==> src/rtl/chan_err_pkg.sv <==
// Shared types, LFSR constants and the popcount helper for the channel error injector.
package chan_err_pkg;

  typedef enum logic {GAP = 1'b0, BURST = 1'b1} inj_state_t;

  // Galois taps for x^16+x^14+x^13+x^11+1 in right-shift form.
  localparam logic [15:0] LFSR_POLY_16 = 16'hB400;
  localparam logic [15:0] LFSR_SEED    = 16'h0001;

  localparam int POP_W = 32;

  function automatic logic [5:0] popcount(input logic [POP_W-1:0] v);
    logic [5:0] n;
    n = 6'd0;
    for (int i = 0; i < POP_W; i++) begin
      n = n + {5'd0, v[i]};
    end
    return n;
  endfunction

endpackage

==> src/rtl/chan_err_lfsr.sv <==
// Right-shifting Galois LFSR that advances one state per step_i pulse.
module chan_err_lfsr
  import chan_err_pkg::*;
#(
  parameter int                 LFSR_W = 16,
  parameter logic [LFSR_W-1:0]  POLY   = LFSR_W'(LFSR_POLY_16),
  parameter logic [LFSR_W-1:0]  SEED   = LFSR_W'(LFSR_SEED)
) (
  input  logic              clk,
  input  logic              rst,
  input  logic              step_i,
  output logic [LFSR_W-1:0] lfsr_o
);

  // LFSR state register.
  always_ff @(posedge clk) begin
    if (rst) begin
      lfsr_o <= SEED;
    end else if (step_i) begin
      lfsr_o <= {1'b0, lfsr_o[LFSR_W-1:1]} ^ (lfsr_o[0] ? POLY : {LFSR_W{1'b0}});
    end
  end

endmodule

==> src/rtl/chan_err_injector.sv <==
// Coded-symbol channel model: one register stage plus periodic (or LFSR-random) burst corruption.
// Random mode exists only when CHAN_ERR_LFSR_EN is defined; otherwise mode_i and thresh_i are ignored.
module chan_err_injector
  import chan_err_pkg::*;
#(
  parameter int SYM_W  = 2,
  parameter int CNT_W  = 8,
  parameter int STAT_W = 16,
  parameter int LFSR_W = 16
) (
  input  logic              clk,
  input  logic              rst,
  input  logic              en_i,
  input  logic              mode_i,
  input  logic [CNT_W-1:0]  period_i,
  input  logic [CNT_W-1:0]  burst_i,
  input  logic [SYM_W-1:0]  mask_i,
  input  logic [LFSR_W-1:0] thresh_i,
  input  logic              valid_i,
  input  logic [SYM_W-1:0]  sym_i,
  output logic              valid_o,
  output logic [SYM_W-1:0]  sym_o,
  output logic              err_o,
  output logic [STAT_W-1:0] err_sym_ct_o,
  output logic [STAT_W-1:0] err_bit_ct_o
);

  localparam logic [CNT_W-1:0] CNT_ZERO = {CNT_W{1'b0}};
  localparam logic [CNT_W-1:0] CNT_ONE  = CNT_W'(1);

  inj_state_t         state, state_nx;
  logic [CNT_W-1:0]   phase_ct, phase_nx;
  logic [CNT_W-1:0]   period_sh, burst_sh;
  logic [SYM_W-1:0]   mask_sh;
  logic               load_cfg;
  logic               cfg_ok;
  logic               corrupt;
  logic [SYM_W-1:0]   cur_mask;
  logic               rand_mode;
  logic               rand_hit;
  logic [5:0]         flip_n;
  logic [STAT_W:0]    sym_sum;
  logic [STAT_W:0]    bit_sum;

`ifdef CHAN_ERR_LFSR_EN
  logic [LFSR_W-1:0]  lfsr;

  chan_err_lfsr #(
    .LFSR_W (LFSR_W),
    .POLY   (LFSR_W'(LFSR_POLY_16)),
    .SEED   (LFSR_W'(LFSR_SEED))
  ) u_lfsr (
    .clk    (clk),
    .rst    (rst),
    .step_i (valid_i),
    .lfsr_o (lfsr)
  );

  assign rand_mode = mode_i;
  assign rand_hit  = (lfsr < thresh_i);
`else
  logic unused_cfg;
  assign unused_cfg = ^{mode_i, thresh_i};
  assign rand_mode  = 1'b0;
  assign rand_hit   = 1'b0;
`endif

  assign cfg_ok = (period_sh != CNT_ZERO) && (burst_sh != CNT_ZERO) &&
                  (mask_sh != {SYM_W{1'b0}});

  // Burst FSM next state and corruption decision. An unusable shadow config
  // keeps reloading so a fresh config is picked up without waiting for a GAP entry.
  always_comb begin
    state_nx = state;
    phase_nx = phase_ct;
    load_cfg = 1'b0;
    corrupt  = 1'b0;
    cur_mask = mask_sh;
    if (!en_i) begin
      state_nx = GAP;
      phase_nx = CNT_ZERO;
      load_cfg = 1'b1;
    end else if (rand_mode) begin
      state_nx = GAP;
      phase_nx = CNT_ZERO;
      load_cfg = 1'b1;
      cur_mask = mask_i;
      corrupt  = valid_i && rand_hit && (mask_i != {SYM_W{1'b0}});
    end else if (!cfg_ok) begin
      state_nx = GAP;
      phase_nx = CNT_ZERO;
      load_cfg = 1'b1;
    end else if (valid_i) begin
      case (state)
        GAP: begin
          if (phase_ct == period_sh - CNT_ONE) begin
            state_nx = BURST;
            phase_nx = CNT_ZERO;
          end else begin
            phase_nx = phase_ct + CNT_ONE;
          end
        end
        BURST: begin
          corrupt = 1'b1;
          if (phase_ct == burst_sh - CNT_ONE) begin
            state_nx = GAP;
            phase_nx = CNT_ZERO;
            load_cfg = 1'b1;
          end else begin
            phase_nx = phase_ct + CNT_ONE;
          end
        end
        default: begin
          state_nx = GAP;
          phase_nx = CNT_ZERO;
          load_cfg = 1'b1;
        end
      endcase
    end else begin
      state_nx = state;
    end
  end

  // FSM state, phase counter and shadow config (reset counts as a GAP entry).
  always_ff @(posedge clk) begin
    if (rst) begin
      state     <= GAP;
      phase_ct  <= CNT_ZERO;
      period_sh <= period_i;
      burst_sh  <= burst_i;
      mask_sh   <= mask_i;
    end else begin
      state    <= state_nx;
      phase_ct <= phase_nx;
      if (load_cfg) begin
        period_sh <= period_i;
        burst_sh  <= burst_i;
        mask_sh   <= mask_i;
      end
    end
  end

  // Output register stage; sym_o holds its value across invalid cycles.
  always_ff @(posedge clk) begin
    if (rst) begin
      valid_o <= 1'b0;
      sym_o   <= {SYM_W{1'b0}};
      err_o   <= 1'b0;
    end else begin
      valid_o <= valid_i;
      err_o   <= corrupt;
      if (valid_i) begin
        sym_o <= corrupt ? (sym_i ^ cur_mask) : sym_i;
      end
    end
  end

  assign flip_n = popcount(POP_W'(cur_mask));

  // Candidate counter sums with a carry bit for saturation detection.
  always_comb begin
    sym_sum = {1'b0, err_sym_ct_o} + (STAT_W+1)'(1);
    bit_sum = {1'b0, err_bit_ct_o} + (STAT_W+1)'(flip_n);
  end

  // Saturating error statistics.
  always_ff @(posedge clk) begin
    if (rst) begin
      err_sym_ct_o <= {STAT_W{1'b0}};
      err_bit_ct_o <= {STAT_W{1'b0}};
    end else if (corrupt) begin
      err_sym_ct_o <= sym_sum[STAT_W] ? {STAT_W{1'b1}} : sym_sum[STAT_W-1:0];
      err_bit_ct_o <= bit_sum[STAT_W] ? {STAT_W{1'b1}} : bit_sum[STAT_W-1:0];
    end
  end

endmodule

==> config.mk <==
export PLATFORM = sky130hd
export DESIGN_NAME = chan_err_injector
export DESIGN_NICKNAME = d
export VERILOG_FILES = /design/src/rtl/chan_err_pkg.sv /design/src/rtl/chan_err_lfsr.sv /design/src/rtl/chan_err_injector.sv
export SDC_FILE = /design/constraint.sdc
export NUM_CORES = 1
export LEC_CHECK = 0
export CAP_MARGIN = 20
export CORE_UTILIZATION = 54
export DETAILED_ROUTE_END_ITERATION = 12
export PLACE_DENSITY = 0.93
export RECOVER_POWER = 100
export REMOVE_ABC_BUFFERS = 1
export SYNTH_ARGS = -nofsm -noshare
export SYNTH_HDL_FRONTEND = slang
export SYNTH_SLANG_ARGS = --single-unit
export TNS_END_PERCENT = 30
==> constraint.sdc <==
create_clock -name clk -period 6.3 [get_ports clk]
set_input_delay 0.63 -clock clk [delete_from_list [all_inputs] [get_ports clk]]
set_output_delay 0.63 -clock clk [all_outputs]
set_load 0.02 [all_outputs]
Yosys cells after proc, flatten, opt, wreduce, memory -nomap -nowiden --
Index checks and enable logic that the tools add are counted.
Operators by class: add/subtract/negate cells 6, equal/unequal tests 2, muxes and demuxes 24, bitwise logic cells 4, reductions and logical operators 7
Operator list (count):
- $mux W8 | 6
- $mux W16 | 2
- $add A16 B1 Y17 const B | 1
- $add A16 B2 Y17 | 1
- $eq A8 B8 Y1 | 2
- $pmux W8 S2 | 1
- $reduce_bool A8 Y1 | 2
- $sub A8 B1 Y8 const B | 2
- $mux W1 | 11
- $add A8 B1 Y8 const B | 1
- $mux W2 | 3
- $reduce_bool A2 Y1 | 2
- $not A1 Y1 | 3
- $reduce_or A3 Y1 | 1
- $add A1 B1 Y2 | 1
- $logic_and A1 B1 Y1 | 2
- $pmux W1 S2 | 1
- $xor A2 B2 Y2 | 1
Word-level totals: flip-flop bits (word level) 63, input bits 41, logic and storage cells 53

Logic depth before layout (Yosys ltp) --
depth in word-level cells 9, mapped depth 10, gate-level depth less buffers 9

Worst setup path before layout --
OpenSTA, ideal clock, no wires.
kind register -> register, from reg period_sh[0], to reg burst_sh[0] (enable), setup time 0.375 ns, data arrival time 2.295 ns, required time 5.925 ns, slack 3.629 ns, cell stages (with the launch flop) 8, cell sequence edfxtp_1 -> inv_1 -> ha_1 -> nor3b_1 -> nand3_1 -> and3_2 -> dlygate4sd3_1 -> nand2_1
Between the ends: word-level cells in the longest chain between the ends 6
RTL lines:
- from (decl) | RTL line chan_err_injector.sv:33 | logic [CNT_W-1:0] period_sh, burst_sh;
- from (signal assigned) | RTL line chan_err_injector.sv:129 | period_sh <= period_i;
- from (signal assigned) | RTL line chan_err_injector.sv:136 | period_sh <= period_i;
- $reduce_bool A8 Y1 | RTL line chan_err_injector.sv:68 | assign cfg_ok = (period_sh != CNT_ZERO) && (burst_sh != CNT_ZERO) &&
- $logic_and A1 B1 Y1 (2 in a row) | RTL line chan_err_injector.sv:68
- $mux W1 | RTL line chan_err_injector.sv:89 | end else if (!cfg_ok) begin
- $mux W1 | RTL line chan_err_injector.sv:79 | if (!en_i) begin
- $reduce_bool A2 Y1 (no line)
- to (signal assigned) | RTL line chan_err_injector.sv:130 | burst_sh <= burst_i;
- to (signal assigned) | RTL line chan_err_injector.sv:137 | burst_sh <= burst_i;
- to (decl) | RTL line chan_err_injector.sv:33
No other way between the ends. A chain may end at the register's enable or synchronous reset.

Final worst setup path --
from reg period_sh[0], to reg phase_ct[3]
Between the ends: word-level cells in the longest chain between the ends 5
RTL lines:
- parallel branches: the longest is 5 deep, another holds $sub A8 B1 Y8
- to (signal assigned) | RTL line chan_err_injector.sv:134 | phase_ct <= phase_nx;
- to (decl) | RTL line chan_err_injector.sv:32 | logic [CNT_W-1:0] phase_ct, phase_nx;
Parallel ways; which one is timed is not known.

==> impl_metrics.tcl <==
set metrics [dict create \
    wl_mm 7.73 \
    firstDrtPassIters 7 \
    nets 458 \
    drt_iter0_drc 188 \
    drv_cap 0 \
    synth-xor-area-share_pct 9.91 \
    setup_viol 0 \
    powerDensity_nw_per_um2 206 \
    skew_ns 0.00990 \
    drive_gt1_share_pct 6.51 \
    die_w_microns 81.0 \
    ys_dominant_reg_cell "dfxtp_1" \
    routabilityCongestion 0.837 \
    insertion_delay_ns 0.34 \
    ff2ff_path_depth 8 \
    final_area_sq_um 4110 \
    avgSynthCellArea_sq_um 9.39 \
    synth_edf_count 18 \
    ys_types 64 \
    core-area_sq_um 5960 \
    hold_viol 0 \
    slew_headroom_pct 42.1 \
    cts_tree "yes" \
    final_common_cell "dlygate4sd3_1" \
    place_area_sq_um 3950 \
    yosys.area_share.simple_pct 23.3 \
    synth_area_sq_um 3370 \
    max_freq_mhz 295 \
    place_hpwl_mm 5.37 \
    start_util_pct 56.6 \
    cts_inserted_buffers 9 \
    drc 0 \
    finalCritPeriodShare_pct 53.8 \
    instances_no_fill 490 \
    cts_buffer_depth 2 \
    worstSetupPathType "register to register" \
    cts_resized 0 \
    hp-class "register to register" \
    dp.cells 474 \
    vias 2922 \
    final_max_slew_viol_count 0 \
    rsz0062_at_grt "no" \
    ys_seq_area_share_pct 42.7 \
    setup_tns_ns 0 \
    io_buffers 59 \
    synth-compound-area-share_pct 15.5 \
    worstMarginPinSlew_ns 0.867 \
    crit_path_end "phase_ct[3]" \
    synth_top_family_by_area "simple AND/OR/NAND/NOR gates" \
    ys_warn_count 0 \
    finalCriticalPeriod_ns 3.39 \
    worstPathArrival_ns 3.59 \
    grt_pass1_wl_mm 12.6 \
    outcome "complete, no violations" \
    async_reset_ff_share_pct 0 \
    critPathSlowestCell "a2111oi_0" \
    mostFrequentLayoutCells "dlygate4sd3_1 (55), dfxtp_1 (45), nor2_1 (29), nand2_1 (28), a21oi_1 (23)" \
    htreeDepth 3 \
    cp_cell_sequence "inv_1 > ha_1 > or3b_1 > or4_2 > a2111oi_0 > o2111ai_1 > nand3_1 > o22ai_1" \
    cpPeakStageDelay_ns 0.78 \
    grt_pass1_vias 2805 \
    area_delta_synth_final_pct 22.0 \
    power.leakage_nw 1.59 \
    hold_buffers 0 \
    ir_drop_mv 0.164 \
    cp-end-kind "register" \
    rows 28 \
    ys_ff_latch 63 \
    io_pins 77 \
    clock-sinks 63 \
    diodes 0 \
    clk_pin_slew_worst_paths_ns 0.07 \
    root_buffer "clkbuf_8" \
    crit_start "period_sh[0]" \
    final_util_pct 69.1 \
    grt_max_degree 32 \
    synthCells 359 \
    cts_setup_buffers 0 \
    grt.overflow.total 0 \
    timing.rr.start "period_sh[0]" \
    vias_per_cell 5.96 \
    die_area_sq_um 6560 \
    synth.mux.area_fraction_pct 0.594 \
    worstPathMaxFanout 6 \
    r2r_slack_ns 2.91 \
    crit_path_start_kind "register" \
    worst_r2r_endpoint "phase_ct[3]" \
    crit_required_ns 6.50 \
    die_h_microns 81.0 \
    grt.total_usage_pct 25.3 \
    power_mw 0.849 \
    wl_per_cell_microns 15.8 \
    antenna_found_initial 0 \
    synthAdderAreaFrac_pct 2.82 \
    antenna_left 0 \
]
cells by family after synthesis:
kind of cell | after synthesis
xor+xnor | 36
simple gates | 143
flops | 63
compound gates | 73
mux | 2
buf+inv | 35
fa+ha+maj | 7
how the worst min path moves through the flow:
stage	from	endpoint	slack, ns	depth (start not counted)
global route	sym_o[0]	sym_o[0]	0.53	2
global placement	sym_o[1]	sym_o[1]	0.48	2
floorplan	phase_ct[3]	phase_ct[3]	0.52	2
CTS	sym_o[1]	sym_o[1]	0.51	2
detailed placement	sym_o[1]	sym_o[1]	0.50	2
finish	sym_o[1]	sym_o[1]	0.51	2
synthesized netlist by cell type, drive strengths merged (3+ instances only):
library cell,instances,area share (%)
dfxtp,45,27
nor2,29,3.2
nand2,28,3.1
a21oi,24,3.7
xor2,20,5.2
edfxtp,18,16
nand3,18,2.8
clkbuf,15,2.3
inv,15,1.7
xnor2,15,3.9
nor3,13,1.9
nand4,9,1.7
nor4,9,2.1
and3,7,1.3
o21ai,7,1.0
a211oi,6,1.3
ha,6,2.2
o211a,6,1.8
a31oi,5,0.93
and4,5,1.3
nor2b,5,0.93
a311oi,4,1.0
buf,4,0.85
o211ai,4,0.89
or4,4,1.2
and2,3,0.56
nand3b,3,0.67
worst max-delay path: cells and delay by family, from the launching register on:
| kind | cells | cell delay [ns] |
|---|---|---|
| AO/OA/AOI/OAI | 3 | 1.17 |
| adder cells (fa/ha/maj) | 1 | 0.21 |
| buffers and inverters | 1 | 0.11 |
| flip-flops | 1 | 0.45 |
| AND/OR/NAND/NOR | 3 | 1.30 |
flip-flops by register name (all words and copies together), names as in the netlist:
name / count
err_bit_ct_o: 16
err_sym_ct_o: 16
burst_sh: 8
period_sh: 8
phase_ct: 8
mask_sh: 2
sym_o: 2
err_o: 1
state: 1
valid_o: 1
final cells by class:
class / instances / area, sq um
Clock buffer: 14 / 184
Fill cell: 474 / 1840
Inverter: 15 / 56.3
Clock inverter: 2 / 11.3
Sequential cell: 63 / 1440
Multi-Input combinational cell: 261 / 1730
Tap cell: 75 / 93.8
Timing Repair Buffer: 60 / 598
routing by layer:
metal / vias up / wire [microns] / GRT usage, %
met3: 21 / 552 / 7.87
met1: 1382 / 3220 / 29.4
met5: - / 0 / 0
met4: 0 / 186 / 11.1
met2: 115 / 3780 / 42.8
li1: 1404 / - / -
per-stage QoR:
stage	hold slack, ns	setup WS, ns
after floorplan	0.522	3.85
after global placement	0.475	2.94
after detailed placement	0.500	2.86
after CTS	0.512	3.18
after global routing	0.530	2.74
final	0.506	2.91
power by group:
| group | total, mW | switching (mW) | internal [mW] |
|---|---|---|---|
| Combinational | 0.0632 | 0.0314 | 0.0318 |
| Sequential | 0.442 | 0.0132 | 0.428 |
| Clock | 0.344 | 0.156 | 0.188 |
| Total | 0.849 | 0.200 | 0.649 |
No activity file was read; power rests on OpenSTA's default activity.
